===== src/rtl/pipe_pkg.sv =====
// pipe_pkg: shared types and widths for the MIPS pipeline stage registers
package pipe_pkg;
    localparam int IDEX_CTRL_W = 12;
    localparam int IDEX_DATA_W = 149;
    typedef enum logic [1:0] {EMPTY = 2'd0, ONE = 2'd1, TWO = 2'd2} occ_state_t;
    typedef struct packed {
        logic       mem_to_reg;
        logic       reg_write;
        logic       mem_write;
        logic       mem_read;
        logic [3:0] alu_op;
        logic       alu_src;
        logic       reg_dst;
        logic [1:0] branch;
    } idex_ctrl_t;
    typedef struct packed {
        logic [31:0] pc4;
        logic [31:0] imm_ext;
        logic [4:0]  rs;
        logic [4:0]  rt;
        logic [4:0]  rd;
        logic [31:0] data_rs;
        logic [31:0] data_rt;
        logic [5:0]  func;
    } idex_data_t;
endpackage


===== src/rtl/pipe_slot.sv =====
// pipe_slot: one ctrl+data register with load and clear; clear wins over load
module pipe_slot #(
    parameter int W = 8
) (
    input  logic         clk,
    input  logic         reset,
    input  logic         load,
    input  logic         clear,
    input  logic [W-1:0] d,
    output logic [W-1:0] q
);
    always_ff @(posedge clk)
        q <= (reset | clear) ? '0 : load ? d : q;
endmodule


===== src/rtl/pipe_stage_skid.sv =====
// pipe_stage_skid: valid/ready pipeline stage with optional skid slot, flush, bubbles and bubble counter
module pipe_stage_skid
    import pipe_pkg::*;
#(
    parameter int CTRL_W = IDEX_CTRL_W,
    parameter int DATA_W = IDEX_DATA_W,
    parameter int SKID   = 1,
    parameter int CNT_W  = 16
) (
    input  logic              clk,
    input  logic              reset,
    input  logic              in_valid,
    output logic              in_ready,
    input  logic [CTRL_W-1:0] in_ctrl,
    input  logic [DATA_W-1:0] in_data,
    input  logic              insert_bubble,
    input  logic              flush,
    output logic              out_valid,
    input  logic              out_ready,
    output logic [CTRL_W-1:0] out_ctrl,
    output logic [DATA_W-1:0] out_data,
    output logic [1:0]        occupancy,
    output logic [CNT_W-1:0]  bubble_cnt
);
    localparam int W = CTRL_W + DATA_W;
    occ_state_t state, state_n;
    logic [W-1:0] main_q, main_d, skid_q;
    logic accept, transfer, room;
    logic main_load, main_clear, skid_load, skid_clear;
    // In skid mode room depends only on registered state, so out_ready never reaches in_ready
    assign room      = (SKID != 0) ? (state != TWO) : (state == EMPTY || out_ready);
    assign in_ready  = room & ~insert_bubble & ~flush & ~reset;
    assign out_valid = state != EMPTY;
    assign accept    = in_valid & in_ready;
    assign transfer  = out_valid & out_ready;
    assign {out_ctrl, out_data} = main_q;
    assign occupancy = state;
    always_ff @(posedge clk)
        state <= reset ? EMPTY : state_n;
    always_comb begin
        state_n    = state;
        main_load  = (state == EMPTY && accept) || (state == ONE && accept && transfer) || (state == TWO && transfer);
        main_d     = (state == TWO) ? skid_q : {in_ctrl, in_data};
        main_clear = flush || (state == ONE && transfer && !accept);
        skid_load  = state == ONE && accept && !transfer;
        skid_clear = flush || (state == TWO && transfer);
        case (state)
            EMPTY:   state_n = accept ? ONE : EMPTY;
            ONE:     state_n = (accept && !transfer) ? TWO : (transfer && !accept) ? EMPTY : ONE;
            TWO:     state_n = transfer ? ONE : TWO;
            default: state_n = EMPTY;
        endcase
        if (flush)
            state_n = EMPTY;
    end
    pipe_slot #(.W(W)) u_main (
        .clk   (clk),
        .reset (reset),
        .load  (main_load),
        .clear (main_clear),
        .d     (main_d),
        .q     (main_q)
    );
    if (SKID != 0) begin : g_skid
        pipe_slot #(.W(W)) u_skid (
            .clk   (clk),
            .reset (reset),
            .load  (skid_load),
            .clear (skid_clear),
            .d     ({in_ctrl, in_data}),
            .q     (skid_q)
        );
    end else begin : g_noskid
        assign skid_q = '0;
    end
    // Counts offered inputs refused for a hazard, flush or not
    always_ff @(posedge clk)
        bubble_cnt <= reset ? '0 : (insert_bubble && in_valid && !(&bubble_cnt)) ? bubble_cnt + 1'b1 : bubble_cnt;
endmodule


===== config.mk =====
export PLATFORM = sky130hd
export DESIGN_NAME = pipe_stage_skid
export DESIGN_NICKNAME = d
export VERILOG_FILES = /design/src/rtl/pipe_pkg.sv /design/src/rtl/pipe_slot.sv /design/src/rtl/pipe_stage_skid.sv
export SDC_FILE = /design/constraint.sdc
export NUM_CORES = 1
export LEC_CHECK = 0
export CORE_MARGIN = 5
export CORE_UTILIZATION = 30
export DETAILED_ROUTE_END_ITERATION = 8
export GPL_TIMING_DRIVEN = 0
export HOLD_SLACK_MARGIN = 0.12
export MAX_ROUTING_LAYER = met4
export PLACE_DENSITY = 0.59
export RECOVER_POWER = 50
export SLEW_MARGIN = 30
export SYNTH_ARGS = -nofsm -noshare
export SYNTH_HDL_FRONTEND = slang
export SYNTH_SLANG_ARGS = --single-unit

===== constraint.sdc =====
create_clock -name clk -period 6.7 [get_ports clk]
set_input_delay 1.675 -clock clk [delete_from_list [all_inputs] [get_ports clk]]
set_output_delay 1.675 -clock clk [all_outputs]
set_load 0.01 [all_outputs]

### Word-level counts from Yosys, hierarchy flattened

Index checks and enable logic that the tools add are counted.

* register bits: 340
* output and inout bits: 181

* bitwise gates (word level): 10
* reductions and logical operators: 22
* muxes and demuxes: 6
* add/sub/neg operators: 1
* equal/unequal tests: 3

Operator list (number)
* 161-bit two-way mux: 1
* 16-bit by 1-bit adder with 16-bit output (second input constant): 1
* 16-bit AND reduction: 1
* 1-bit logical AND: 11
* 2-bit case mux with 3 select lines: 1
* 1-bit bitwise AND: 5
* 1-bit logical OR: 4
* 2-bit two-way mux: 2
* 1-bit zero test: 3
* 1-bit NOT: 3
* 2-bit by 1-bit == test with 1-bit output (second input constant): 1
* 2-bit == test (second input constant): 1
* 2-bit zero test: 1
* 1-bit two-way mux: 2
* 2-bit inequality test (second input constant): 1
* 1-bit bitwise OR: 2
* 2-bit nonzero test: 1
* 2-bit OR reduction: 1

### Depth between registers and ports, before layout

* word-level depth: 10
* mapped depth: 7
* mapped depth without buffers: 5

### Hierarchy

From an unflattened synthesis, not the netlist that was laid out.

* cell total of the unflattened synthesis: 1675
* area, all modules: 14470.1 sq um

Modules (own cells, without submodules)
* pipe_slot: instances 2, sequential area each 3223.1 sq um, cells an instance 520, area each 5748.0 sq um
* pipe_stage_skid: instances 1, sequential area each 360.3 sq um, cells an instance 635, area each 2974.1 sq um

### Least setup slack after synthesis

Ideal clock, no wire load.

* path type: input to output
* start point: in reset
* end point: out in_ready
* setup slack: 2802 ps
* required time: 5025 ps
* path buffers: 1
* arrival time: 2223 ps
* cell stages on the path: 3
* cells stage by stage: clkbuf_1 > nor2_1 > and3_1

* word-level cells in the longest chain between the ends: 2

RTL lines
* start, declared: RTL line pipe_stage_skid.sv:11 `input logic reset,`
* 1-bit NOT: RTL line pipe_stage_skid.sv:32 `assign in_ready = room & ~insert_bubble & ~flush & ~reset;`
* 1-bit bitwise AND: RTL line pipe_stage_skid.sv:32
* end, declared: RTL line pipe_stage_skid.sv:13 `output logic in_ready,`

No other way between the ends.

### Worst setup path after layout

Ends and elaborated chain as after synthesis.

==> flow_metrics.py <==
metrics = {
    "status": {
        "outcome": "finished, final reports clean",
    },
    "clock_tree": {
        "clock_latency_ps": 560,
        "cts_hold_buf": 0,
        "cts_root_buf": "clkbuf_16",
        "htree_levels": 2,
        "clkSlewWorstSetupHoldPaths_ps": 50,
        "cts_tree": "done",
        "post_cts_buffers": 0,
        "numCtsBuffers": 40,
        "cts_num_sinks": 340,
        "cts_resized": 0,
        "cts_buffer_depth": 3,
    },
    "synth": {
        "yosysTopAreaCell": "dfxtp_1",
        "syn-instance-count": 1535,
        "synth_async_sr_flop_share_pct": 0,
        "synth-edff-count": 0,
        "ys_ff_latch": 340,
        "synth_xor_xnor_area_share_pct": 0.0654,
        "synth-adder-area-share_pct": 0.187,
        "synth_top_family_by_area": "compound AO/OA/AOI/OAI gates",
        "synth_nets": 1704,
        "ys_warn_count": 0,
        "yosysUniqueCellTypes": 38,
        "synth_compound_area_share_pct": 16.8,
        "synthFlopType": "dfxtp_1",
        "synth_top_area_share_pct": 50.8,
        "ys_seq_area_share_pct": 50.8,
        "yosys.area_share.simple_pct": 16.2,
        "synth_mux_area_share_pct": 12.0,
        "synthTopCellsByArea": "dfxtp_1 (51%), mux2i_1 (12%), nand2_1 (9.3%)",
        "syn_avg_cell_area_um2": 8.73,
        "syn-cell-area_um2": 13400,
    },
    "sta": {
        "fmax_mhz": 193,
        "slew_violations": 0,
        "slew_headroom_pct": 37.8,
        "setup_viol": 0,
        "worstMarginPinSlew_ps": 934,
        "fin_crit_sh_pct": 77.3,
        "fin_setup_tns_ps": 0,
        "rsz0062_at_grt": "no",
        "post-route-min-period_ps": 5180,
        "hold_viol": 0,
        "final.setup_skew_ps": 21.2,
    },
    "detailed_routing": {
        "drtIter0Drc": 549,
        "wl_per_cell_um": 17.8,
        "ant_nets": 0,
        "vias": 12200,
        "wl_mm": 45.3,
        "drc_errors": 0,
        "viasPerCell": 4.77,
        "drtPass1Iterations": 5,
    },
    "critical_path": {
        "crit_slowest_cell": "clkdlybuf4s50_1",
        "slowest_delay_ps": 520,
        "arrival_ps": 3500,
        "cpMostUsedCell": "clkdlybuf4s50_1",
        "crit_family": "buffers and inverters",
        "r2r_cells": 7,
        "worst-path-stages": 5,
        "worstSetupPathType": "in -> out",
        "worst_setup_path_end_kind": "output port",
        "cp_data_required_time_ps": 5030,
        "path_buf_inv": 3,
        "cp_max_fo": 10,
        "cp_cell_sequence": "clkdlybuf4s50_1 > clkbuf_1 > nor2_1 > and3_1 > clkdlybuf4s50_1",
        "cp-start-kind": "input pin",
    },
    "global_routing": {
        "grt_pass1_wl_mm": 69.7,
        "antenna_found_initial": 10,
        "grt_pass1_vias": 12000,
        "grtUsageTotal_pct": 18.3,
        "grt_max_degree": 13,
        "grt_overflow": 0,
    },
    "hold_path": {
        "hold_class": "reg -> reg",
        "holdPathStages": 2,
    },
    "power_and_ir_drop": {
        "p_comb_share_pct": 6.5,
        "switching_power_mw": 1.01,
        "ir_worst_vdd_uv": 118,
        "clkPwrFrac_pct": 47.8,
        "leakage_nw": 7.77,
        "switching_share_pct": 22.5,
        "p_int_mw": 3.47,
        "pwr-share-seq_pct": 45.7,
        "power_density_nw_per_um2": 236,
        "total_power_mw": 4.47,
    },
    "die": {
        "die_y_um": 221,
        "start_util_pct": 30.3,
        "ios": 348,
        "dieWidth_um": 221,
        "core_area_um2": 44200,
        "rows": 77,
        "dieArea_um2": 49000,
    },
    "placement": {
        "hpwl_mm": 33.4,
        "gp_congestion": 0.836,
        "portBuffers": 347,
    },
    "final_layout": {
        "final_util_pct": 42.8,
        "fin_nets": 2093,
        "area_growth_pct": 41.2,
        "drive_above_1_share_pct": 4.82,
        "nFillCells": 4390,
    },
    "job": {
        "drv_cap": 0,
    },
}
==> flip-flops by register name (all words and copies together) (netlist names) <==
name,cells
g_skid.u_skid.q,161
bubble_cnt,16
u_main.q,161
occupancy,2
==> layout by cell type (no fill, tap or decap), drive strengths merged, types with 3 or more instances in the layout <==
cell,instances
nand3,7
nor2,164
dfxtp,340
clkdlybuf4s50,165
a21oi,176
or4,4
or3,9
dlygate4sd3,182
mux2i,161
nand2,331
nand4,7
buf,42
diode,10
clkbuf,141
nand2b,3
clkinv,5
and3,3
a211oi,161
and4,3
o31ai,4
o21ai,10
inv,5
==> routing by layer <==
layer	up-vias	GRT usage [%]	share of wire, %
met5	-	-	0
met4	0	5.64	2.3
met3	65	5.70	6.8
met2	269	28.9	47
met1	5728	22.5	44
li1	6117	-	-
==> kinds of logic (layout without fill, tap and decap cells) <==
| family | after synthesis | after routing |
|---|---|---|
| compound gates | 358 | 358 |
| simple gates | 544 | 544 |
| mux | 161 | 161 |
| xor+xnor | 1 | 1 |
| other cells | 0 | 10 |
| flops | 340 | 340 |
| fa+ha+maj | 2 | 2 |
| buf+inv | 129 | 543 |
==> per-stage QoR <==
stage	std cells	area, um^2	worst slack (ps)	hold slack, ps
2_1_floorplan	1535	13400	2800	436
3_3_place_gp	2474	17600	1320	440
3_5_place_dp	2474	17600	1510	446
4_1_cts	2541	18900	1510	453
5_1_grt	2550	18900	1400	465
6_report	2551	18900	1520	450
==> layout make-up <==
class	count	area (um^2)	area share [%]
Inverter	3	11.3	0.0595
Clock inverter	10	110	0.582
Tap cell	592	741	3.91
Multi-Input combinational cell	1066	6080	32.1
Sequential cell	340	6810	36.0
Buffer	126	513	2.71
Antenna cell	10	25.0	0.132
Timing Repair Buffer	347	3470	18.4
Clock buffer	57	1170	6.16
==> power by group through the flow <==
stage	sequential (mW)	combinational [mW]	clock, mW
final	2.05	0.291	2.14
after global routing	2.05	0.316	2.29
after CTS	2.05	0.299	2.21
after detailed placement	2.09	0.298	0
after global placement	2.09	0.297	0
after floorplan	2.10	0.0989	0
==> final timing paths <==
path                                             end            startpoint  slack (ps)
worst max register to register  g_skid.u_skid.q[126]          occupancy[0]        3760
worst max-delay path                        in_ready                 reset        1520
worst min-delay path            g_skid.u_skid.q[122]  g_skid.u_skid.q[122]         450
worst min register to register  g_skid.u_skid.q[122]  g_skid.u_skid.q[122]         450
==> tightest hold or removal path, cell delays in order (launching register included) <==
cell,delay [ps]
dfxtp_1,300
nand2_1,50
a21oi_1,50
==> synth_stat cells (3+ instances only) <==
master      n
dfxtp_1   340
nand2b_1    3
or3_1       9
buf_1      13
nand3_1     7
nand2_1   331
or4_1       4
nor2_1    164
clkbuf_1   84
o31ai_1     4
buf_2      28
a211oi_1  161
a21oi_1   176
nand4_1     7
and3_1      3
o21ai_0     9
and4_1      3
mux2i_1   161
inv_1       3
Note: power is estimated with default switching activity, not from simulation.
